### src/rtl/rx_frame_sync_ctrl.sv
// ----------------------------------------------------------------------------
// rx_frame_sync_ctrl
//
// Frame-timing scheduler for the Rx CP-removal stage. Confirms preamble
// correlator peaks, locks onto the frame grid and then issues one isop per
// frame (with the fine start offset delay_sop) to the CP-removal stage.
// While locked, missed peaks are bridged by a flywheel isop. After MISS_MAX
// consecutive misses, lock is dropped and a lost pulse is issued.
//
// Build option:
//   OFFSET_AVG_EN  when defined, delay_sop on an accepted peak is the rounded
//                  mean of the last four accepted sync_ofs values. When
//                  undefined, delay_sop is the current sync_ofs.
//
// Ports:
//   clk        in   sample clock
//   rst        in   asynchronous active-high reset
//   enable     in   0 forces IDLE and clears the counters
//   sync_pulse in   correlator peak strobe (1 cycle)
//   sync_ofs   in   signed fine offset, valid with sync_pulse
//   isop       out  1-cycle frame start strobe
//   delay_sop  out  signed start offset, held between isop strobes
//   symb_idx   out  symbol index within frame (0 outside TRACK)
//   state      out  IDLE=0 SEARCH=1 CONFIRM=2 TRACK=3
//   locked     out  1 while in TRACK
//   lost       out  1-cycle pulse on loss of lock
// ----------------------------------------------------------------------------
module rx_frame_sync_ctrl #(
   parameter int FRAMESIZE = 1056,
   parameter int N_SYMB    = 50,
   parameter int TOL       = 4,
   parameter int CONFIRM_N = 3,
   parameter int MISS_MAX  = 2
) (
   input  logic              clk,
   input  logic              rst,
   input  logic              enable,
   input  logic              sync_pulse,
   input  logic signed [5:0] sync_ofs,
   output logic              isop,
   output logic signed [5:0] delay_sop,
   output logic [6:0]        symb_idx,
   output logic [1:0]        state,
   output logic              locked,
   output logic              lost
);

   localparam int FRAME_LEN = FRAMESIZE * N_SYMB;
   localparam int PH_W      = $clog2(FRAME_LEN + TOL + 1);
   localparam int CONF_W    = $clog2(CONFIRM_N + 1);
   localparam int MISS_W    = $clog2(MISS_MAX + 1);
   localparam int SC_W      = $clog2(FRAMESIZE + 1);

   localparam logic [PH_W-1:0]   WIN_LO  = PH_W'(FRAME_LEN - 1 - TOL);
   localparam logic [PH_W-1:0]   WIN_HI  = PH_W'(FRAME_LEN - 1 + TOL);
   localparam logic [PH_W-1:0]   PH_TOL  = PH_W'(TOL);
   localparam logic [CONF_W-1:0] CONF_V  = CONF_W'(CONFIRM_N);
   localparam logic [MISS_W-1:0] MISS_V  = MISS_W'(MISS_MAX);
   localparam logic [SC_W-1:0]   SC_LAST = SC_W'(FRAMESIZE - 1);
   localparam logic [6:0]        SI_LAST = 7'(N_SYMB - 1);
   localparam logic signed [5:0] DLY_TOL = 6'(TOL);

   typedef enum logic [1:0] {
      ST_IDLE    = 2'd0,
      ST_SEARCH  = 2'd1,
      ST_CONFIRM = 2'd2,
      ST_TRACK   = 2'd3
   } state_t;

   state_t             state_reg, state_next;
   logic [PH_W-1:0]    ph_reg, ph_next;
   logic [CONF_W-1:0]  conf_reg, conf_next;
   logic [MISS_W-1:0]  miss_reg, miss_next;
   logic               isop_reg, isop_next;
   logic               lost_reg, lost_next;
   logic signed [5:0]  dly_reg, dly_next;
   logic [SC_W-1:0]    scnt_reg, scnt_next;
   logic [6:0]         sidx_reg, sidx_next;

   logic               in_win;
   logic               at_close;
   logic               accept;
   logic signed [5:0]  ofs_sel;

   assign in_win   = (ph_reg >= WIN_LO) && (ph_reg <= WIN_HI);
   assign at_close = (ph_reg == WIN_HI);

   // A peak is accepted unconditionally while searching, and only inside
   // the expected window once a frame grid has been established.
   always_comb begin
      accept = 1'b0;
      if (enable && sync_pulse) begin
         case (state_reg)
            ST_SEARCH:             accept = 1'b1;
            ST_CONFIRM, ST_TRACK:  accept = in_win;
            default:               accept = 1'b0;
         endcase
      end
   end

`ifdef OFFSET_AVG_EN
   // Three older accepted offsets; the current sync_ofs is the fourth tap.
   logic [17:0]        hist_reg;
   logic               hist_clr;
   logic signed [5:0]  tap [3];
   logic signed [8:0]  avg_sum;
   logic signed [8:0]  avg_q;

   // History restarts whenever acquisition restarts (SEARCH entry or IDLE).
   assign hist_clr = (state_next == ST_IDLE) ||
                     ((state_next == ST_SEARCH) && (state_reg != ST_SEARCH));

   genvar gi;
   generate
      for (gi = 0; gi < 3; gi++) begin : g_tap
         assign tap[gi] = $signed(hist_reg[6*gi +: 6]);
      end
   endgenerate

   always_ff @(posedge clk or posedge rst) begin
      if (rst) begin
         hist_reg <= '0;
      end else if (hist_clr) begin
         hist_reg <= '0;
      end else if (accept) begin
         hist_reg <= {hist_reg[11:0], sync_ofs};
      end
   end

   // Rounded mean; the arithmetic shift floors, +2 makes it round-half-up.
   assign avg_sum = sync_ofs + tap[0] + tap[1] + tap[2] + 9'sd2;
   assign avg_q   = avg_sum >>> 2;

   always_comb begin
      if (avg_q > 9'sd31)
         ofs_sel = 6'sd31;
      else if (avg_q < -9'sd32)
         ofs_sel = -6'sd32;
      else
         ofs_sel = avg_q[5:0];
   end
`else
   // A 6-bit signed input already spans the full output range.
   assign ofs_sel = sync_ofs;
`endif

   // ------------------------------------------------------------------
   // State register and counters
   // ------------------------------------------------------------------
   always_ff @(posedge clk or posedge rst) begin
      if (rst) begin
         state_reg <= ST_IDLE;
         ph_reg    <= '0;
         conf_reg  <= '0;
         miss_reg  <= '0;
         isop_reg  <= 1'b0;
         lost_reg  <= 1'b0;
         dly_reg   <= '0;
         scnt_reg  <= '0;
         sidx_reg  <= '0;
      end else begin
         state_reg <= state_next;
         ph_reg    <= ph_next;
         conf_reg  <= conf_next;
         miss_reg  <= miss_next;
         isop_reg  <= isop_next;
         lost_reg  <= lost_next;
         dly_reg   <= dly_next;
         scnt_reg  <= scnt_next;
         sidx_reg  <= sidx_next;
      end
   end

   // ------------------------------------------------------------------
   // Next-state and output logic
   // ------------------------------------------------------------------
   always_comb begin
      state_next = state_reg;
      ph_next    = ph_reg;
      conf_next  = conf_reg;
      miss_next  = miss_reg;
      isop_next  = 1'b0;
      lost_next  = 1'b0;
      dly_next   = dly_reg;

      case (state_reg)
         ST_IDLE: begin
            ph_next    = '0;
            conf_next  = '0;
            miss_next  = '0;
            state_next = ST_SEARCH;
         end

         ST_SEARCH: begin
            // Phase has no meaning until a first peak anchors it.
            ph_next = '0;
            if (accept) begin
               state_next = ST_CONFIRM;
               conf_next  = CONF_W'(1);
            end
         end

         ST_CONFIRM: begin
            if (accept) begin
               ph_next = '0;
               if (conf_reg + CONF_W'(1) == CONF_V) begin
                  state_next = ST_TRACK;
                  conf_next  = '0;
                  miss_next  = '0;
                  isop_next  = 1'b1;
                  dly_next   = ofs_sel;
               end else begin
                  conf_next = conf_reg + CONF_W'(1);
               end
            end else if (at_close) begin
               state_next = ST_SEARCH;
               conf_next  = '0;
               ph_next    = '0;
            end else begin
               ph_next = ph_reg + PH_W'(1);
            end
         end

         ST_TRACK: begin
            // A peak right on the close cycle wins over the flywheel.
            if (accept) begin
               ph_next   = '0;
               miss_next = '0;
               isop_next = 1'b1;
               dly_next  = ofs_sel;
            end else if (at_close) begin
               if (miss_reg + MISS_W'(1) == MISS_V) begin
                  state_next = ST_SEARCH;
                  lost_next  = 1'b1;
                  miss_next  = '0;
                  ph_next    = '0;
               end else begin
                  // Flywheel: the close is TOL samples past the nominal
                  // start, so re-anchor the phase there.
                  isop_next = 1'b1;
                  dly_next  = DLY_TOL;
                  ph_next   = PH_TOL;
                  miss_next = miss_reg + MISS_W'(1);
               end
            end else begin
               ph_next = ph_reg + PH_W'(1);
            end
         end

         default: begin
            state_next = ST_IDLE;
         end
      endcase

      if (!enable) begin
         state_next = ST_IDLE;
         ph_next    = '0;
         conf_next  = '0;
         miss_next  = '0;
         isop_next  = 1'b0;
         lost_next  = 1'b0;
      end
   end

   // ------------------------------------------------------------------
   // Symbol index: restarts with every isop, only meaningful in TRACK.
   // ------------------------------------------------------------------
   always_comb begin
      scnt_next = '0;
      sidx_next = '0;
      if (state_next == ST_TRACK && !isop_next) begin
         if (scnt_reg == SC_LAST) begin
            scnt_next = '0;
            sidx_next = (sidx_reg == SI_LAST) ? 7'd0 : sidx_reg + 7'd1;
         end else begin
            scnt_next = scnt_reg + SC_W'(1);
            sidx_next = sidx_reg;
         end
      end
   end

   assign isop      = isop_reg;
   assign lost      = lost_reg;
   assign delay_sop = dly_reg;
   assign symb_idx  = sidx_reg;
   assign state     = state_reg;
   assign locked    = (state_reg == ST_TRACK);

endmodule
### config.mk
export PLATFORM = sky130hd
export DESIGN_NAME = rx_frame_sync_ctrl
export DESIGN_NICKNAME = d
export VERILOG_FILES = /design/src/rtl/rx_frame_sync_ctrl.sv
export SDC_FILE = /design/constraint.sdc
export NUM_CORES = 1
export LEC_CHECK = 0
export BUFFER_PORTS_ARGS = -buffer_cell sky130_fd_sc_hd__buf_4
export CORE_UTILIZATION = 40
export CTS_BUF_LIST = sky130_fd_sc_hd__clkbuf_8 sky130_fd_sc_hd__clkbuf_16
export CTS_CLUSTER_DIAMETER = 150
export DETAILED_ROUTE_END_ITERATION = 8
export HOLD_SLACK_MARGIN = 0.02
export MAX_ROUTING_LAYER = met4
export PLACE_DENSITY_LB_ADDON = 0.08
export SYNTH_ARGS = -nofsm -noshare
export SYNTH_HDL_FRONTEND = slang
export SYNTH_SLANG_ARGS = --single-unit
### constraint.sdc
create_clock -name clk -period 6.1 [get_ports clk]
set_input_delay 0.61 -clock clk [delete_from_list [all_inputs] [get_ports clk]]
set_output_delay 0.61 -clock clk [all_outputs]
set_load 0.05 [all_outputs]
## Word level (Yosys, flattened, before mapping)

Cells that the tools add are included.

| storage, ports and cells | value |
|---|---|
| flip-flop bits (word level) | 48 |
| output and inout bits | 18 |
| word-level logic and storage cells | 102 |

| cells by class | value |
|---|---|
| add/sub/neg operators | 5 |
| $lt $le $gt $ge | 2 |
| equal/unequal tests | 21 |
| muxes and demuxes | 54 |
| reductions and logical operators | 11 |

Operator list:

| cell | number |
|---|---|
| $mux 16 | 5 |
| $pmux 16 s3 | 1 |
| $mux 2 | 19 |
| $mux 6 | 5 |
| $mux 11 | 2 |
| $mux 7 | 3 |
| $add 16x1->16 const B | 1 |
| $eq 16x16->1 const B | 1 |
| $ge 16x16->1 const B | 1 |
| $le 16x16->1 const B | 1 |
| $mux 1 | 12 |
| $ne 3x3->1 const B | 4 |
| $pmux 2 s3 | 2 |
| $pmux 6 s2 | 1 |
| $add 11x1->11 const B | 1 |
| $eq 11x11->1 const B | 1 |
| $eq 2x2->1 const B | 5 |
| $ne 4x1->1 const B | 2 |
| $pmux 2 s4 | 1 |
| $add 7x1->7 const B | 1 |
| $eq 7x6->1 const B | 1 |
| $reduce_and 5->1 | 1 |
| $add 2x1->2 const B | 2 |
| $ne 2x2->1 const B | 2 |
| other kinds (14) | 18 |

## Longest topological paths before layout

| logic depth | value |
|---|---|
| word-level depth | 10 |
| gate-level depth with buffers | 9 |
| mapped depth without buffers | 8 |

## Least setup slack after synthesis

OpenSTA, ideal clock, no wires.

| timing path | value |
|---|---|
| path type | register to register |
| start point | reg state_reg[0], in the netlist state[0] |
| end point | reg scnt_reg[6] |
| setup time | 0.080 ns |
| data arrival time | 2.652 ns |
| data required time | 6.020 ns |
| slack | 3.367 ns |
| cell stages (with the launch flop) | 10 |
| buffers on the path | 2 |
| clock period less this slack | 2.733 ns |
| cell sequence | dfrtp_1 > ha_1 > clkbuf_1 > nor2_1 > a21oi_1 > o21ai_0 > a41oi_1 > o21ai_4 > buf_6 > nor3_2 |

| on the way | value |
|---|---|
| word-level cells in the longest chain between the ends | 10 |

Ends and longest elaborated chain:

| what | line | source |
|---|---|---|
| start: declaration | 70 | `state_t state_reg, state_next;` |
| start signal: assignment | 162 | `state_reg <= state_next;` |
| $eq 2x2->1 * | n/a |  |
| via locked | 44 | `output logic locked,` |
| $reduce_or 2->1 | 93 | `case (state_reg)` |
| $pmux 1 s2 | 93 |  |
| $mux 1 | 92 | `if (enable && sync_pulse) begin` |
| $mux 2, on equally long branches | 226, 197, 204 |  |
| $pmux 2 s4 * | 186 | `case (state_reg)` |
| $mux 2 * | 255 | `if (!enable) begin` |
| via state_next[1] | 70 |  |
| $eq 2x2->1 * | 271 | `if (state_next == ST_TRACK && !isop_next) begin` |
| $logic_and 1x1->1 * | 271 |  |
| $mux 11 * | 271 |  |
| via scnt_next[6] | 77 | `logic [SC_W-1:0] scnt_reg, scnt_next;` |
| end signal: assignment | 169 | `scnt_reg <= scnt_next;` |
| end: declaration | 77 |  |

The timed path passes the listed nets; every way through them passes the cells marked *.
A chain may end at the register's enable or synchronous reset.

## Worst setup path after layout

| timing path | value |
|---|---|
| start point | reg state_reg[1], in the netlist state[1] |
| end point | reg state_reg[0], in the netlist state[0] |

| on the way | value |
|---|---|
| word-level cells in the longest chain between the ends | 7 |

Ends and longest elaborated chain:

| what | line |
|---|---|
| $eq 2x2->1 | 93, 186 |
| $reduce_or 2->1 | 93 |
| $pmux 1 s2 | 93 |
| $mux 1 | 92 |
| $mux 2, on equally long branches | 226, 197, 204 |
| $pmux 2 s4 * | 186 |
| $mux 2 * | 255 |
| via state_next[0] | 70 |

Marked as above.

==> flow_summary_export.csv <==
group,metric,value,unit
detailed_routing,drt_first_pass_iters,4,
floorplanning,core.rowCount,29,
sta,rsz0062_at_grt,"false",
global_routing,total_routing_resource_utilization_after_global_routing,17.1,%
power,power.leakage,1.26,nW
power,clock_power_share,37.1,%
synthesis,ys_types,52,
power,seq_power_share,52.8,%
sta,worstMarginPinSlew,1010,ps
sta,maximum_frequency_from_static_timing_analysis,384,MHz
sta,setup_tns,0,ps
placed_design,port_buffers,27,
synthesis,synth_compound_gate_area_share,14.2,%
detailed_routing,num_vias,2002,
setup_path,startpoint,"state[1]$_DFF_PP0_",
setup_path,ff2ff_path_depth,8,
finish,finished_layout_cells,367,
finish,antennaDiodeCount,0,
finish,highest_count_cells_in_the_layout_ignoring_fill_and_taps,"sky130_fd_sc_hd__dfrtp_1, sky130_fd_sc_hd__nor2_1, sky130_fd_sc_hd__buf_4, sky130_fd_sc_hd__nand3_1, sky130_fd_sc_hd__nand2_1",
power,powerDensity,203,nW/um^2
synthesis,mux_cell_area_share_after_synthesis,0.422,%
detailed_routing,1st_iter_drt_viols,70,
setup_path,ff2ff_setup_slack,3500,ps
sta,setup-violations-final,0,
global_routing,via_count_of_the_first_global_routing_pass,1987,
floorplanning,die-width,83.6,microns
setup_path,crit_path_start_kind,"flip-flop",
finish,multi_input_area,1370,sq um
power,totalPowerFinal,0.612,mW
clock_tree,cts_htree_levels,2,
clock_tree,cts_repair_resize_count,0,
global_routing,overflow,0,
min_path,timing.hold.worst.class,"flip-flop to flip-flop",
synthesis,netlist_top_cells_area,"sky130_fd_sc_hd__dfrtp_1, sky130_fd_sc_hd__xnor2_1, sky130_fd_sc_hd__nor2_1",
sta,slew_headroom,32.4,%
clock_tree,clock_tree_from_tritoncts,"done",
setup_path,crit-reg2reg-launch,"state[1]$_DFF_PP0_",
setup_path,timing.critical_path.to_type,"flip-flop",
finish,final_nets,307,
clock_tree,clkSinkCount,48,
min_path,worst_hold_startpoint,"ph_reg[0]$_DFF_PP0_",
min_path,hold_end,"ph_reg[0]$_DFF_PP0_",
power,vdd.ir_drop.worst,0.188,mV
setup_path,maximum_fanout_along_the_worst_path,19,
sta,timing_max_transition_violations_final,0,
finish,largest_register_ffs,16,
job,maxCapViolations,0,
finish,area_growth_syn_to_layout,13.2,%
synthesis,postSynthCellCount,263,
synthesis,area_fraction_of_the_dominant_cell_type_after_synthesis,45.0,%
power,p_switching,0.153,mW
detailed_routing,vias_per_cell,5.46,
clock_tree,clk_pin_slew,90,ps
sta,finalHoldWorstSlack,474,ps
power,swShare,25.1,%
synthesis,syn_area_per_cell,10.1,sq um
placed_design,gp_congestion,0.901,
clock_tree,clock_insertion_delay_worst_skew,300,ps
clock_tree,clk_path_buf_depth,2,
setup_path,cp.required,6260,ps
detailed_routing,detail_route.drc_violations,0,
synthesis,synthAdderAreaFrac,3.75,%
placed_design,detailed_placer_s_ending_hpwl,3840,microns
synthesis,synth.ff_latch_count,48,
finish,final_common_cell,"sky130_fd_sc_hd__dfrtp_1",
synthesis,yosys.area_share.simple,25.2,%
global_routing,grt_max_degree,49,
global_routing,global_route_wire_length_before_repair,9400,microns
synthesis,synth-warning-count,0,
synthesis,ys.flop_type,"sky130_fd_sc_hd__dfrtp_1",
detailed_routing,post_drt_wl_per_cell,15.0,microns
power,power.internal,0.459,mW
placed_design,placedCellCount,359,
synthesis,async_flop_share,100,%
finish,n_fill_cell,620,
sta,post-route-min-period,2600,ps
setup_path,critPathArrivalTime,2760,ps
global_routing,grt_antenna_before_repair,0,
synthesis,postSynthNetCount,281,
synthesis,synth_top_area_cell,"sky130_fd_sc_hd__dfrtp_1",
clock_tree,numCtsBuffers,5,
floorplanning,ioPinCount,28,
setup_path,path_type_of_the_worst_setup_path,"flip-flop to flip-flop",
setup_path,critical_path.reg2reg.endpoint,"state[0]$_DFF_PP0_",
power,combPwrFrac,10.1,%
synthesis,synth_seq_area_share,45.0,%
floorplanning,initial_utilization,41.8,%
sta,timing.clock.skew,10.0,ps
synthesis,syn_area,2670,sq um
sta,finalHoldViolations,0,
floorplanning,fp.coreArea,6390,sq um
clock_tree,post-cts-setup-buffer-count,0,
min_path,hold_depth,1,
floorplanning,die_y,83.6,microns
run_status,run_status,"finished clean",
floorplanning,die-area,7000,sq um
sta,timing.final.crit_share,42.7,%
synthesis,synth_xor_area_share,7.88,%
finish,finalCoreUtilization,47.3,%
finish,regArea,1200,sq um
finish,drive_gt1_share,19.7,%
clock_tree,cts_hold_buf,0,
synthesis,combinational_family_with_the_most_area_after_synthesis,"simple AND/OR/NAND/NOR gates",
detailed_routing,drtAntennaViolNets,0,
clock_tree,cts_root_buffer,"sky130_fd_sc_hd__clkbuf_8",
synthesis,synth_edf_count,0,
detailed_routing,wirelength,5510,microns
==> power groups by stage <==
stage | clock [mW] | combinational [mW] | sequential (mW)
2_1_floorplan | 0 | 0.0430 | 0.334
3_3_place_gp | 0 | 0.0620 | 0.330
3_5_place_dp | 0 | 0.0620 | 0.330
4_1_cts | 0.237 | 0.0621 | 0.323
5_1_grt | 0.248 | 0.0670 | 0.324
6_report | 0.227 | 0.0617 | 0.323
==> synthesized netlist by cell type (2+ instances only) <==
| cell type | instances |
|---|---|
| sky130_fd_sc_hd__a21oi_1 | 12 |
| sky130_fd_sc_hd__clkbuf_1 | 3 |
| sky130_fd_sc_hd__dfrtp_1 | 48 |
| sky130_fd_sc_hd__a22o_1 | 5 |
| sky130_fd_sc_hd__nor3_2 | 10 |
| sky130_fd_sc_hd__nor3_1 | 11 |
| sky130_fd_sc_hd__a31o_2 | 2 |
| sky130_fd_sc_hd__buf_6 | 3 |
| sky130_fd_sc_hd__xor2_1 | 9 |
| sky130_fd_sc_hd__xnor2_1 | 15 |
| sky130_fd_sc_hd__nor3b_1 | 3 |
| sky130_fd_sc_hd__buf_2 | 2 |
| sky130_fd_sc_hd__nand3b_1 | 2 |
| sky130_fd_sc_hd__o211a_1 | 2 |
| sky130_fd_sc_hd__inv_1 | 10 |
| sky130_fd_sc_hd__o21ai_0 | 2 |
| sky130_fd_sc_hd__nor4_1 | 5 |
| sky130_fd_sc_hd__and3_1 | 7 |
| sky130_fd_sc_hd__nand2b_1 | 4 |
| sky130_fd_sc_hd__nor4b_1 | 2 |
| sky130_fd_sc_hd__nand2_1 | 16 |
| sky130_fd_sc_hd__nand3_1 | 19 |
| sky130_fd_sc_hd__nor2_1 | 29 |
| sky130_fd_sc_hd__nand4_1 | 4 |
| sky130_fd_sc_hd__a32o_1 | 2 |
| sky130_fd_sc_hd__ha_1 | 8 |
| sky130_fd_sc_hd__nor2b_1 | 3 |
==> critical path, cell delays in order, from the launching register on <==
cell and delay (ps):
sky130_fd_sc_hd__dfrtp_1 520, sky130_fd_sc_hd__inv_1 190, sky130_fd_sc_hd__ha_1 270, sky130_fd_sc_hd__nor3_1 270, sky130_fd_sc_hd__nand4_1 150, sky130_fd_sc_hd__o32ai_1 210
sky130_fd_sc_hd__a21oi_2 90, sky130_fd_sc_hd__a31oi_4 570, sky130_fd_sc_hd__a21boi_0 180
==> per-layer routing <==
| layer | vias up | global-route usage, % | part of all wire [%] |
|---|---|---|---|
| li1 | 985 | - | - |
| met1 | 986 | 23.3 | 50 |
| met2 | 25 | 25.9 | 46 |
| met3 | 6 | 3.26 | 2.7 |
| met4 | 0 | 5.39 | 1.1 |
| met5 | - | - | 0 |
==> worst max path at each step <==
stage | end | slack (ps) | cells past startpoint
after floorplan | scnt_reg[6]$_DFF_PP0_ | 3370 | 9
after global routing | state[0]$_DFF_PP0_ | 3290 | 8
after global placement | state[0]$_DFF_PP0_ | 3670 | 8
after CTS | state[0]$_DFF_PP0_ | 3570 | 8
final | state[0]$_DFF_PP0_ | 3500 | 8
after detailed placement | state[0]$_DFF_PP0_ | 3590 | 8
==> per-stage QoR <==
| stage | instance area, sq um | worst slack [ps] |
|---|---|---|
| finish | 3020 | 3500 |
| global route | 3020 | 3290 |
| CTS | 3020 | 3570 |
| detailed placement | 2910 | 3590 |
| global placement | 2910 | 3670 |
| floorplan | 2670 | 3370 |
==> cell families after synthesis <==
kind of cell / Yosys count
AOI/OAI and AO/OA: 44
xor gates and xnor gates: 24
adders and majority gates: 8
buffers and inverters: 18
DFF: 48
muxes: 1
and+or+nand+nor: 120
==> layout make-up <==
type                       count  area share [%]
timing repair buffer          27            6.72
sequential                    48            39.8
clock inverter                 3            1.29
multi-input combinational    197            45.5
tap                           77            3.19
inverter                      10            1.24
clock buffer                   5            2.28
(Power assumes the default switching activity.)
